<file path="src/rtl/ssr_pkg.sv">
// ssr_pkg: shared types and default sizes for the speech-recognition sequencer.
//   ssr_state_t : sequencer states (IDLE, CAPTURE, INFER_START, INFER_WAIT)
//   N_FEAT, FEAT_W, CLASS_W : default feature-vector and class dimensions
//   feat_vec_t  : one feature vector as an array of signed elements
package ssr_pkg;

    localparam int N_FEAT  = 26;
    localparam int FEAT_W  = 8;
    localparam int CLASS_W = 2;

    typedef enum logic [1:0] {
        IDLE        = 2'd0,
        CAPTURE     = 2'd1,
        INFER_START = 2'd2,
        INFER_WAIT  = 2'd3
    } ssr_state_t;

    typedef logic signed [FEAT_W-1:0] feat_vec_t [N_FEAT];

endpackage

</file>
<file path="src/rtl/ssr_debounce.sv">
// ssr_debounce: button conditioning for the sequencer.
//   clk   in  system clock
//   rst   in  synchronous active-high reset
//   but   in  raw asynchronous push-button
//   press out one-cycle pulse on a rising edge of the debounced level
// The button is brought into the clock domain with two flops. The debounced
// level only follows the synchronised input after DEB_CYCLES consecutive
// samples that differ from the current level.
module ssr_debounce #(
    parameter int DEB_CYCLES = 1_000_000
) (
    input  logic clk,
    input  logic rst,
    input  logic but,
    output logic press
);
    import ssr_pkg::*;

    localparam int CNT_W = (DEB_CYCLES > 1) ? $clog2(DEB_CYCLES) : 1;
    localparam logic [CNT_W-1:0] CNT_LAST = CNT_W'(DEB_CYCLES - 1);

    logic             sync1_reg;
    logic             sync2_reg;
    logic             level_reg;
    logic             level_prev_reg;
    logic [CNT_W-1:0] cnt_reg;

    always_ff @(posedge clk) begin
        if (rst) begin
            sync1_reg      <= 1'b0;
            sync2_reg      <= 1'b0;
            level_reg      <= 1'b0;
            level_prev_reg <= 1'b0;
            cnt_reg        <= '0;
        end else begin
            sync1_reg      <= but;
            sync2_reg      <= sync1_reg;
            level_prev_reg <= level_reg;
            // The counter tracks how long the input has disagreed with the
            // accepted level; any agreeing sample restarts the run.
            if (sync2_reg == level_reg) begin
                cnt_reg <= '0;
            end else if (cnt_reg == CNT_LAST) begin
                level_reg <= sync2_reg;
                cnt_reg   <= '0;
            end else begin
                cnt_reg <= cnt_reg + 1'b1;
            end
        end
    end

    // Both terms are registers, so the pulse is glitch-free and lasts one cycle.
    assign press = level_reg & ~level_prev_reg;

endmodule

</file>
<file path="src/rtl/ssr_ctrl.sv">
// ssr_ctrl: capture -> infer -> report sequencer for the recognition path.
//   clk, rst     clock and synchronous active-high reset
//   but          raw push-button, debounced into a one-cycle press
//   feat_start   pulse requesting a feature capture (first CAPTURE cycle)
//   feat_valid   feat_vec valid this cycle (accepted only in CAPTURE)
//   feat_vec     flattened feature vector, element i at [i*FEAT_W +: FEAT_W]
//   nn_vec       registered snapshot of feat_vec driven to the NN core
//   nn_start     pulse starting inference (INFER_START)
//   nn_done      nn_class valid this cycle (accepted only in INFER_WAIT)
//   nn_class     NN result
//   class_out    latched result; class_valid marks it as current
//   busy         registered, high whenever the state is not IDLE
//   error        last cycle aborted by the watchdog
// Optional feature: define SSR_CTRL_WDOG_EN to enable a per-wait-state
// watchdog of TIMEOUT_CYCLES; without it the FSM waits indefinitely and
// error stays 0.
module ssr_ctrl #(
    parameter int N_FEAT         = 26,
    parameter int FEAT_W         = 8,
    parameter int CLASS_W        = 2,
    parameter int DEB_CYCLES     = 1_000_000,
    parameter int TIMEOUT_CYCLES = 2_000_000
) (
    input  logic                              clk,
    input  logic                              rst,
    input  logic                              but,
    output logic                              feat_start,
    input  logic                              feat_valid,
    input  logic signed [N_FEAT*FEAT_W-1:0]   feat_vec,
    output logic signed [N_FEAT*FEAT_W-1:0]   nn_vec,
    output logic                              nn_start,
    input  logic                              nn_done,
    input  logic        [CLASS_W-1:0]         nn_class,
    output logic        [CLASS_W-1:0]         class_out,
    output logic                              class_valid,
    output logic                              busy,
    output logic                              error
);
    import ssr_pkg::*;

    logic               press;
    ssr_state_t         state_reg;
    logic               feat_start_reg;
    logic               nn_start_reg;
    logic               busy_reg;
    logic [CLASS_W-1:0] class_reg;
    logic               class_valid_reg;
    logic               error_reg;
    logic               snap_en;
    logic               wd_expired;

    ssr_debounce #(
        .DEB_CYCLES (DEB_CYCLES)
    ) u_debounce (
        .clk   (clk),
        .rst   (rst),
        .but   (but),
        .press (press)
    );

    // Snapshot register: one element per generate slice.
    assign snap_en = (state_reg == CAPTURE) && feat_valid;

    for (genvar gi = 0; gi < N_FEAT; gi++) begin : g_snap
        logic signed [FEAT_W-1:0] elem_reg;
        always_ff @(posedge clk) begin
            if (rst) begin
                elem_reg <= '0;
            end else if (snap_en) begin
                elem_reg <= feat_vec[gi*FEAT_W +: FEAT_W];
            end
        end
        assign nn_vec[gi*FEAT_W +: FEAT_W] = elem_reg;
    end

`ifdef SSR_CTRL_WDOG_EN
    localparam int WD_W = (TIMEOUT_CYCLES > 2) ? $clog2(TIMEOUT_CYCLES) : 1;
    localparam logic [WD_W-1:0] WD_LAST = WD_W'(TIMEOUT_CYCLES - 1);

    logic [WD_W-1:0] wd_cnt_reg;

    // Held at zero in the states that precede each wait state, so it is
    // cleared on entry and counts the cycles spent in CAPTURE / INFER_WAIT.
    always_ff @(posedge clk) begin
        if (rst || state_reg == IDLE || state_reg == INFER_START) begin
            wd_cnt_reg <= '0;
        end else begin
            wd_cnt_reg <= wd_cnt_reg + 1'b1;
        end
    end

    assign wd_expired = (wd_cnt_reg == WD_LAST);
`else
    // Watchdog absent: the timeout parameter is intentionally left idle.
    logic [31:0] unused_timeout;
    assign unused_timeout = TIMEOUT_CYCLES;
    assign wd_expired     = 1'b0;
`endif

    always_ff @(posedge clk) begin
        if (rst) begin
            state_reg       <= IDLE;
            feat_start_reg  <= 1'b0;
            nn_start_reg    <= 1'b0;
            busy_reg        <= 1'b0;
            class_reg       <= '0;
            class_valid_reg <= 1'b0;
            error_reg       <= 1'b0;
        end else begin
            feat_start_reg <= 1'b0;
            nn_start_reg   <= 1'b0;
            case (state_reg)
                IDLE: begin
                    if (press) begin
                        state_reg       <= CAPTURE;
                        feat_start_reg  <= 1'b1;
                        busy_reg        <= 1'b1;
                        class_valid_reg <= 1'b0;
                        error_reg       <= 1'b0;
                    end
                end
                CAPTURE: begin
                    // The awaited pulse takes priority over a same-cycle expiry.
                    if (feat_valid) begin
                        state_reg    <= INFER_START;
                        nn_start_reg <= 1'b1;
                    end else if (wd_expired) begin
                        state_reg       <= IDLE;
                        busy_reg        <= 1'b0;
                        class_valid_reg <= 1'b0;
                        error_reg       <= 1'b1;
                    end
                end
                INFER_START: begin
                    state_reg <= INFER_WAIT;
                end
                INFER_WAIT: begin
                    if (nn_done) begin
                        state_reg       <= IDLE;
                        busy_reg        <= 1'b0;
                        class_reg       <= nn_class;
                        class_valid_reg <= 1'b1;
                    end else if (wd_expired) begin
                        state_reg       <= IDLE;
                        busy_reg        <= 1'b0;
                        class_valid_reg <= 1'b0;
                        error_reg       <= 1'b1;
                    end
                end
                default: begin
                    state_reg <= IDLE;
                    busy_reg  <= 1'b0;
                end
            endcase
        end
    end

    assign feat_start  = feat_start_reg;
    assign nn_start    = nn_start_reg;
    assign busy        = busy_reg;
    assign class_out   = class_reg;
    assign class_valid = class_valid_reg;
    assign error       = error_reg;

endmodule

</file>
<file path="config.mk">
export PLATFORM = sky130hd
export DESIGN_NAME = ssr_ctrl
export DESIGN_NICKNAME = d
export VERILOG_FILES = /design/src/rtl/ssr_pkg.sv /design/src/rtl/ssr_debounce.sv /design/src/rtl/ssr_ctrl.sv
export SDC_FILE = /design/constraint.sdc
export NUM_CORES = 1
export LEC_CHECK = 0
export CAP_MARGIN = 15
export CELL_PAD_IN_SITES_DETAIL_PLACEMENT = 1
export CELL_PAD_IN_SITES_GLOBAL_PLACEMENT = 1
export CORE_ASPECT_RATIO = 1.75
export CORE_MARGIN = 3
export CORE_UTILIZATION = 30
export DETAILED_ROUTE_END_ITERATION = 12
export PLACE_DENSITY_LB_ADDON = 0.1
export SYNTH_ARGS = -nofsm -noshare
export SYNTH_HDL_FRONTEND = slang
export SYNTH_SLANG_ARGS = --single-unit
</file>
<file path="constraint.sdc">
create_clock -name clk -period 2.9 [get_ports clk]
set_input_delay 0.435 -clock clk [delete_from_list [all_inputs] [get_ports clk]]
set_output_delay 0.435 -clock clk [all_outputs]
set_load 0.05 [all_outputs]
</file>
; Word level (Yosys, flattened, before mapping)
; Index checks and enable logic that the tools add are counted.
[classes]
n_addsub = 1
n_eq_ne = 8
n_mux = 12
bitwise = 5
n_reduce_logical = 10
[op_table]
columns = cell, count
row1 = $add 20x1->20 const B, 1
row2 = $eq 20x20->1 const B, 1
row3 = $pmux 2 s4, 1
row4 = $mux 1, 6
row5 = $mux 2, 3
row6 = $ne 2x2->1 const B, 3
row7 = $reduce_and 3->1, 2
row8 = $eq 2x2->1 const B, 2
row9 = $not 1->1, 4
row10 = $pmux 1 s2, 2
row11 = $reduce_and 2->1, 2
row12 = $reduce_or 2->1, 2
row13 = $reduce_or 3->1, 1
row14 = $eq 2x1->1 const B, 1
row15 = $logic_not 2->1, 1
row16 = $reduce_bool 2->1, 1
row17 = $and 1x1->1, 1
row18 = $eq 1x1->1, 1
row19 = $logic_and 1x1->1, 1
[totals]
reg_bits = 240
output_inout_bits = 215

; Logic depth before layout (Yosys ltp)
; Gate-level depths: netlist (run 1).
[logic_depth]
word_depth = 4
depth_mapped = 8
depth_no_buf = 5

; Cells and area by module
; A second synthesis (run 1) with hierarchy kept.
[hier_totals]
hier_cells = 1070
area_unflattened_um2 = 8679.6
[by_module_without_submodules]
columns = module, instances, cells_each, area_each_um2, seq_area_each_um2
row1 = ssr_ctrl, 1, 950, 7601.0, 4324.1
row2 = ssr_debounce, 1, 120, 1078.5, 480.5

; Worst setup path before layout (run 1)
; No wires, ideal clock.
[synth_path]
kind = flip-flop to flip-flop
start = register state_reg[1]
end = register g_snap[17].elem_reg[0]
setup_ps = 70
arrival_time_ps = 1694
t_required_ps = 2830
path_slack_ps = 1136
path_stages_with_launch = 9
n_path_buf = 3
path_cell_list = dfxtp_1 > inv_1 > ha_1 > nand2_1 > clkbuf_1 > clkbuf_1 > buf_1 > nand2_1 > a21oi_1
[synth_between]
elab_chain_len = 2
[synth_rtl]
columns = element, line
row1 = "start, declared", ssr_ctrl.sv:42  ; ssr_state_t state_reg;
row2 = "start signal, assigned", ssr_ctrl.sv:102  ; state_reg <= IDLE;
row3 = "start signal, assigned", ssr_ctrl.sv:115  ; state_reg <= CAPTURE;
row4 = "start signal, assigned", ssr_ctrl.sv:125  ; state_reg <= INFER_START;
row5 = $eq 2x1->1, ssr_ctrl.sv:62  ; assign snap_en = (state_reg == CAPTURE) && feat_valid;
row6 = $logic_and 1x1->1, ssr_ctrl.sv:62
row7 = "end signal, assigned", ssr_ctrl.sv:70  ; elem_reg <= feat_vec[gi*FEAT_W +: FEAT_W];
row8 = "end, declared", ssr_ctrl.sv:65  ; logic signed [FEAT_W-1:0] elem_reg;
; Every way passes these cells.
; A chain may end at the register's enable or synchronous reset.

; Worst setup path after layout (run 1)
[layout_path]
start = register busy_reg (netlist: busy)
end = output port busy
[layout_rtl]
columns = element, line
row1 = "start, declared", ssr_ctrl.sv:45  ; logic busy_reg;
row2 = "start signal, assigned", ssr_ctrl.sv:105  ; busy_reg <= 1'b0;
row3 = "start signal, assigned", ssr_ctrl.sv:117  ; busy_reg <= 1'b1;
row4 = "start signal, assigned", ssr_ctrl.sv:129  ; busy_reg <= 1'b0;
row5 = "end, declared", ssr_ctrl.sv:36  ; output logic busy,
; No word-level cell between the ends.

==> impl_metrics.xml, run 1 <==
<?xml version="1.0" encoding="UTF-8"?>
<metrics>
  <group name="outcome">
    <metric name="result_of_the_run" unit="">completed</metric>
  </group>
  <group name="power_and_ir_drop">
    <metric name="power_leakage" unit="nW">4.63</metric>
    <metric name="comb_power_share" unit="">0.341</metric>
    <metric name="design_power_total" unit="W">0.0107</metric>
    <metric name="sw_frac_of_total" unit="">0.364</metric>
    <metric name="ir_worst_vdd" unit="V">0.000530</metric>
    <metric name="power_spent_charging_and_discharging_nets" unit="W">0.00389</metric>
    <metric name="clkPwrFrac" unit="">0.296</metric>
    <metric name="sequential_share_of_power" unit="">0.364</metric>
    <metric name="cellPowerDensity" unit="nW/um2">767</metric>
    <metric name="p_int" unit="W">0.00680</metric>
  </group>
  <group name="clocking">
    <metric name="clock_tree.buffer_depth" unit="">3</metric>
    <metric name="worst_setup_hold_path_clk_slew" unit="ns">0.06</metric>
    <metric name="post_cts.repair.setup_buffers" unit="">0</metric>
    <metric name="numCtsBuffers" unit="">24</metric>
    <metric name="post_cts_hold_buffer_count" unit="">0</metric>
    <metric name="maximum_level_of_the_cts_h_tree" unit="">1</metric>
    <metric name="cts_tree" unit="">done</metric>
    <metric name="cts_num_sinks" unit="">240</metric>
    <metric name="ctsResizeCount" unit="">0</metric>
    <metric name="clk_root_buffer_cell" unit="">sky130_fd_sc_hd__clkbuf_16</metric>
    <metric name="insertion_delay" unit="ns">0.52</metric>
  </group>
  <group name="final_layout">
    <metric name="largest_register_ffs" unit="">208</metric>
    <metric name="layout-drive-gt1-share" unit="">0.0374</metric>
    <metric name="final_nets" unit="">1676</metric>
    <metric name="flow.area_growth_from_synthesis" unit="%">64.6</metric>
    <metric name="layout.cell_area.non_filler" unit="um2">13900</metric>
    <metric name="final_core_utilization" unit="">0.506</metric>
  </group>
  <group name="global_routing">
    <metric name="pin_count_of_the_biggest_net_entering_global_routing" unit="">127</metric>
    <metric name="global_route.usage.total" unit="">0.203</metric>
    <metric name="grt_antenna_before_repair" unit="">5</metric>
    <metric name="wire_length_of_the_first_global_routing_pass" unit="um">49600</metric>
    <metric name="gr-total-overflow" unit="">0</metric>
    <metric name="first_global_vias" unit="">8956</metric>
  </group>
  <group name="floorplanning">
    <metric name="die_h" unit="um">228</metric>
    <metric name="die_width" unit="um">133</metric>
    <metric name="floorplan.rows" unit="">80</metric>
    <metric name="core_area" unit="um2">27500</metric>
    <metric name="floorplan.io_pins" unit="">430</metric>
    <metric name="die_area" unit="um2">30400</metric>
    <metric name="initial_cell_density_of_the_core" unit="">0.308</metric>
  </group>
  <group name="worst_setup_path">
    <metric name="worstPathCellList" unit="">clkdlybuf4s50_1</metric>
    <metric name="critical_path.top_delay_family" unit="">buffers and inverters</metric>
    <metric name="crit_buf_inv" unit="">1</metric>
    <metric name="critical-path-max-stage-delay" unit="ns">0.87</metric>
    <metric name="worstPathArrival" unit="ns">1.75</metric>
    <metric name="critical_path_launch_point_type" unit="">flip-flop</metric>
    <metric name="timing.setup.critical_path_class" unit="">reg -&gt; out</metric>
    <metric name="critical_path.endpoint_type" unit="">output pin</metric>
    <metric name="crit_path_max_fanout" unit="">3</metric>
    <metric name="worst-endpoint-required" unit="ns">2.47</metric>
    <metric name="timing.critical_path.slowest_stage_cell" unit="">sky130_fd_sc_hd__clkdlybuf4s50_1</metric>
  </group>
  <group name="sta">
    <metric name="final_period_minus_worst_setup_slack" unit="ns">2.19</metric>
    <metric name="max_freq" unit="GHz">0.457</metric>
    <metric name="fin_worst_skew" unit="ns">0.0113</metric>
    <metric name="period_share" unit="">0.754</metric>
    <metric name="final-setup-viol-count" unit="">0</metric>
    <metric name="hold_viol_final" unit="">0</metric>
    <metric name="max_slew.worst_pin.slew" unit="ns">0.838</metric>
    <metric name="setup_tns_final" unit="ns">0</metric>
    <metric name="max_slew_margin" unit="">0.441</metric>
    <metric name="timing.final.max_slew_violations" unit="">0</metric>
    <metric name="rsz0062_at_grt" unit="">false</metric>
  </group>
  <group name="synthesis">
    <metric name="yosys_register_bits" unit="">240</metric>
    <metric name="synth.lib_cells_used.distinct" unit="">37</metric>
    <metric name="synth_seq_area_share" unit="">0.567</metric>
    <metric name="netlist_top_cells_count" unit="">425 x sky130_fd_sc_hd__nand2_1, 240 x sky130_fd_sc_hd__dfxtp_1, 216 x sky130_fd_sc_hd__a21oi_1, 60 x sky130_fd_sc_hd__clkbuf_1, 26 x sky130_fd_sc_hd__nor2_1</metric>
    <metric name="synthFlopType" unit="">sky130_fd_sc_hd__dfxtp_1</metric>
    <metric name="count_of_flip_flops_with_a_built_in_enable_after_synthesis" unit="">0</metric>
    <metric name="netlist.area_leader.share" unit="">0.567</metric>
    <metric name="synth.most_common_cell" unit="">sky130_fd_sc_hd__nand2_1</metric>
    <metric name="synth.yosys.warnings" unit="">0</metric>
    <metric name="syn-instance-count" unit="">1064</metric>
    <metric name="share_of_synthesized_flip_flops_with_an_asynchronous_set_or_reset" unit="">0</metric>
    <metric name="synth_area_leader_cell" unit="">sky130_fd_sc_hd__dfxtp_1</metric>
    <metric name="synth_fp_nets" unit="">1285</metric>
    <metric name="post_synth_main_area_contributors" unit="">sky130_fd_sc_hd__dfxtp_1 57%, sky130_fd_sc_hd__nand2_1 19%, sky130_fd_sc_hd__a21oi_1 13%</metric>
    <metric name="syn_area" unit="um2">8470</metric>
    <metric name="postSynthAreaPerCell" unit="um2">7.96</metric>
  </group>
  <group name="placed_design">
    <metric name="numPortBuffers" unit="">428</metric>
    <metric name="detailed_placement_wirelength_estimate" unit="um">23300</metric>
    <metric name="placedInstanceArea" unit="um2">13100</metric>
    <metric name="final_replace_weighted_congestion" unit="">0.753</metric>
  </group>
  <group name="routing">
    <metric name="remaining_drc_errors" unit="">0</metric>
    <metric name="routed-via-count" unit="">8559</metric>
    <metric name="drtAntennaViolNets" unit="">0</metric>
    <metric name="route.detailed.wl_per_inst" unit="um">17.5</metric>
    <metric name="drt_pre_antenna_iters" unit="">4</metric>
    <metric name="first_iter_violations" unit="">223</metric>
    <metric name="vias_per_cell" unit="">4.64</metric>
    <metric name="routed_wl" unit="um">32200</metric>
  </group>
  <group name="min_path">
    <metric name="min_path_type" unit="">in -&gt; reg</metric>
  </group>
  <group name="run">
    <metric name="maxCapViolCount" unit="">0</metric>
  </group>
</metrics>
metrics by stage:
stage	hold slack [ns]	worst slack, ns	instances
3_5_place_dp	0.446	0.774	1798
5_1_grt	0.399	0.651	1844
6_report	0.381	0.713	1844
3_3_place_gp	0.441	0.814	1798
2_1_floorplan	0.414	1.14	1064
4_1_cts	0.376	0.667	1841
cells by family after synthesis:
logic type	after synthesis	synth area share
flops	240	0.567
fa+ha+maj	6	0.00886
xor+xnor	16	0.0165
mux	1	0.00118
simple gates	489	0.230
buf+inv	85	0.0394
compound gates	226	0.137
other cells	1	0.000443
cell type report:
class,count,area (um2)
Fill cell,3254,13600
Sequential cell,240,4800
Timing Repair Buffer,439,4480
Multi-Input combinational cell,739,3340
Clock buffer,40,762
Tap cell,369,462
Inverter,11,41.3
Clock inverter,3,40.0
Antenna cell,3,7.51
routing by layer:
| layer | share of wire | global-route usage | up-vias |
|---|---|---|---|
| met5 | 0.00065 | 0 | - |
| met4 | 0.036 | 0.0829 | 4 |
| met3 | 0.10 | 0.0815 | 56 |
| met2 | 0.50 | 0.361 | 323 |
| met1 | 0.36 | 0.209 | 3972 |
| li1 | - | - | 4204 |
power by group through the flow:
stage	Sequential (W)	Clock (W)	Combinational [W]
after global placement	0.00394	0	0.00365
after global routing	0.00394	0.00340	0.00388
after CTS	0.00389	0.00328	0.00370
final	0.00389	0.00316	0.00364
after floorplan	0.00525	0	0.000920
after detailed placement	0.00396	0	0.00368
layout by cell type (no fill, tap or decap), types with 6 or more instances in the layout:
master	count
sky130_fd_sc_hd__inv_1	11
sky130_fd_sc_hd__nand2_1	424
sky130_fd_sc_hd__clkbuf_1	7
sky130_fd_sc_hd__clkbuf_8	8
sky130_fd_sc_hd__dfxtp_1	240
sky130_fd_sc_hd__clkbuf_16	25
sky130_fd_sc_hd__clkdlybuf4s50_1	427
sky130_fd_sc_hd__nand3_1	7
sky130_fd_sc_hd__ha_1	6
sky130_fd_sc_hd__buf_12	9
sky130_fd_sc_hd__a21oi_1	216
sky130_fd_sc_hd__xnor2_1	13
sky130_fd_sc_hd__nor2_1	26
worst paths after layout:
path,startpoint,depth (start not counted),slack [ns],endpoint
min,rst,2,0.38,g_snap[5].elem_reg[4]
min reg2reg,u_debounce.sync1_reg,1,0.45,u_debounce.sync2_reg
max reg2reg,u_debounce.cnt_reg[0],5,0.89,u_debounce.cnt_reg[13]
max,busy,1,0.71,busy
Note: power is estimated with default switching activity, not from simulation.
==> inputs of run 2 (changes only) <==
Settings changed: CORE_UTILIZATION 30 to 28.
Clock period 2.9 ns to 2.07 ns, I/O delays scaled along.
==> run 2 against run 1 <==
- non-clock buffer count grew 13
- largest cell class unchanged
- utilization shrank 3.0 points
- largest power group unchanged
- combinational power increased by 42%
- global-route usage is 1.1 points lower
- wire length grew 0.45%
- critical path depth unchanged
==> impl_metrics.xml, run 2 (synthesis gave the netlist of run 1 again) <==
<?xml version="1.0" encoding="UTF-8"?>
<metrics>
  <group name="worst_setup_path">
    <metric name="regToRegStartpoint" unit="">u_debounce.cnt_reg[3]</metric>
    <metric name="critical-path-max-stage-delay" unit="ns">0.85</metric>
    <metric name="worstPathCellList" unit="">clkdlybuf4s50_1</metric>
    <metric name="timing.setup.critical_path_class" unit="">reg -&gt; out</metric>
    <metric name="worstPathArrival" unit="ns">1.71</metric>
    <metric name="crit_path_max_fanout" unit="">2</metric>
    <metric name="worst-endpoint-required" unit="ns">1.76</metric>
    <metric name="crit_buf_inv" unit="">1</metric>
    <metric name="timing.critical_path.from" unit="">g_snap[22].elem_reg[4]</metric>
    <metric name="critical_path_launch_point_type" unit="">flip-flop</metric>
    <metric name="critical_path.top_delay_family" unit="">buffers and inverters</metric>
    <metric name="critical_path.endpoint_type" unit="">output pin</metric>
    <metric name="timing.critical_path.slowest_stage_cell" unit="">sky130_fd_sc_hd__clkdlybuf4s50_1</metric>
  </group>
  <group name="final_layout">
    <metric name="layout.filler_cells" unit="">3529</metric>
    <metric name="area.sequential" unit="um2">4800</metric>
    <metric name="stdcell_count" unit="">1869</metric>
    <metric name="layout-drive-gt1-share" unit="">0.0485</metric>
    <metric name="largest_register_ffs" unit="">208</metric>
    <metric name="total_area_of_multi_input_combinational_cells" unit="um2">3340</metric>
    <metric name="final_common_cell" unit="">sky130_fd_sc_hd__nand2_1</metric>
    <metric name="most_frequent_cells_in_the_layout" unit="">424 x sky130_fd_sc_hd__nand2_1, 390 x sky130_fd_sc_hd__clkdlybuf4s50_1, 240 x sky130_fd_sc_hd__dfxtp_1</metric>
    <metric name="flow.area_growth_from_synthesis" unit="%">66.6</metric>
    <metric name="final_nets" unit="">1690</metric>
  </group>
  <group name="global_routing">
    <metric name="grt_antenna_before_repair" unit="">5</metric>
    <metric name="pin_count_of_the_biggest_net_entering_global_routing" unit="">88</metric>
    <metric name="wire_length_of_the_first_global_routing_pass" unit="um">49400</metric>
    <metric name="global_route.usage.total" unit="">0.191</metric>
    <metric name="gr-total-overflow" unit="">0</metric>
    <metric name="first_global_vias" unit="">8946</metric>
  </group>
  <group name="routing">
    <metric name="first_iter_violations" unit="">231</metric>
    <metric name="routed-via-count" unit="">8606</metric>
    <metric name="remaining_drc_errors" unit="">0</metric>
    <metric name="drtAntennaViolNets" unit="">0</metric>
    <metric name="vias_per_cell" unit="">4.60</metric>
    <metric name="routed_wl" unit="um">32300</metric>
    <metric name="route.detailed.wl_per_inst" unit="um">17.3</metric>
    <metric name="drt_pre_antenna_iters" unit="">4</metric>
  </group>
  <group name="floorplanning">
    <metric name="core_area" unit="um2">29600</metric>
    <metric name="die_h" unit="um">236</metric>
    <metric name="initial_cell_density_of_the_core" unit="">0.286</metric>
    <metric name="die_area" unit="um2">32500</metric>
    <metric name="floorplan.rows" unit="">83</metric>
    <metric name="floorplan.io_pins" unit="">430</metric>
    <metric name="die_width" unit="um">137</metric>
  </group>
  <group name="clocking">
    <metric name="insertion_delay" unit="ns">0.52</metric>
    <metric name="cts_num_sinks" unit="">240</metric>
    <metric name="cts_tree" unit="">done</metric>
    <metric name="numCtsBuffers" unit="">25</metric>
    <metric name="post_cts_hold_buffer_count" unit="">0</metric>
    <metric name="worst_setup_hold_path_clk_slew" unit="ns">0.06</metric>
    <metric name="clk_root_buffer_cell" unit="">sky130_fd_sc_hd__clkbuf_16</metric>
    <metric name="clock_tree.buffer_depth" unit="">3</metric>
    <metric name="maximum_level_of_the_cts_h_tree" unit="">1</metric>
  </group>
  <group name="outcome">
    <metric name="result_of_the_run" unit="">completed</metric>
  </group>
  <group name="power_and_ir_drop">
    <metric name="cellPowerDensity" unit="nW/um2">1060</metric>
    <metric name="sw_frac_of_total" unit="">0.366</metric>
    <metric name="ir_worst_vdd" unit="V">0.000690</metric>
    <metric name="comb_power_share" unit="">0.344</metric>
    <metric name="p_int" unit="W">0.00953</metric>
    <metric name="design_power_total" unit="W">0.0150</metric>
    <metric name="clkPwrFrac" unit="">0.293</metric>
    <metric name="power_leakage" unit="nW">5.23</metric>
    <metric name="power_spent_charging_and_discharging_nets" unit="W">0.00549</metric>
    <metric name="sequential_share_of_power" unit="">0.362</metric>
  </group>
  <group name="min_path">
    <metric name="min_path_type" unit="">in -&gt; reg</metric>
    <metric name="hold_start" unit="">rst</metric>
  </group>
  <group name="sta">
    <metric name="max_slew.worst_pin.slew" unit="ns">0.600</metric>
    <metric name="period_share" unit="">0.977</metric>
    <metric name="fin_worst_skew" unit="ns">0.00659</metric>
    <metric name="finalWorstSetupSlack" unit="ns">0.0472</metric>
    <metric name="setup_tns_final" unit="ns">0</metric>
    <metric name="final-setup-viol-count" unit="">0</metric>
    <metric name="holdWs" unit="ns">0.0583</metric>
    <metric name="timing.final.max_slew_violations" unit="">0</metric>
    <metric name="max_slew_margin" unit="">0.599</metric>
    <metric name="rsz0062_at_grt" unit="">false</metric>
    <metric name="max_freq" unit="GHz">0.494</metric>
    <metric name="final_period_minus_worst_setup_slack" unit="ns">2.02</metric>
    <metric name="hold_viol_final" unit="">0</metric>
  </group>
  <group name="placed_design">
    <metric name="dp_worst_setup_slack" unit="ns">0.199</metric>
    <metric name="detailed_placement_wirelength_estimate" unit="um">23400</metric>
    <metric name="final_replace_weighted_congestion" unit="">0.757</metric>
    <metric name="numPlacedInstances" unit="">1824</metric>
    <metric name="numPortBuffers" unit="">428</metric>
  </group>
  <group name="run">
    <metric name="maxCapViolCount" unit="">0</metric>
  </group>
</metrics>
==> run 2: cell count changes in the layout (fill, tap and decap cells not counted), sizes merged <==
cell and delta:
dlymetal6s2s +26, buf +16, clkbuf -3, clkdlybuf4s50 -37, clkinv +2, dlygate4sd2 +8
==> run 2: cell type report <==
| cell class | instances | area share |
|---|---|---|
| antenna | 3 | 0.000532 |
| clock buffer | 37 | 0.0525 |
| clock inverter | 5 | 0.00355 |
| inverter | 11 | 0.00293 |
| multi-input combinational | 739 | 0.237 |
| sequential | 240 | 0.340 |
| tap | 382 | 0.0339 |
| timing repair buffer | 452 | 0.329 |
==> run 2: final timing paths <==
check	depth (start not counted)	endpoint	slack, ns
worst max-delay path	1	nn_vec[180]	0.05
worst min-delay path	2	g_snap[7].elem_reg[4]	0.06
worst max register to register	4	u_debounce.cnt_reg[19]	0.35
worst min register to register	2	g_snap[23].elem_reg[6]	0.45
==> run 2: power by group through the flow <==
stage	sequential [W]	clock [W]	combinational [W]
after global routing	0.00551	0.00478	0.00553
after detailed placement	0.00555	0	0.00526
after CTS	0.00545	0.00460	0.00527
after global placement	0.00551	0	0.00522
final	0.00544	0.00441	0.00517
after floorplan	0.00735	0	0.00129
==> run 2: per-stage QoR <==
step	utilization	area, um2
4_1_cts	0.474	14000
5_1_grt	0.477	14100
2_1_floorplan	-	8470
3_3_place_gp	0.448	13300
3_5_place_dp	0.448	13300
6_report	0.477	14100
==> run 2: timing repair <==
item,in CTS,in global routing
resized for setup,8,26
buffers inserted,0,0
endpoints found under the setup margin,8,26
==> run 2: metal layers <==
layer | share of wire | track usage | vias up
li1 | - | - | 4237
met1 | 0.36 | 0.199 | 3998
met2 | 0.51 | 0.342 | 320
met3 | 0.11 | 0.0817 | 47
met4 | 0.026 | 0.0575 | 4
met5 | 0.00077 | 0 | -
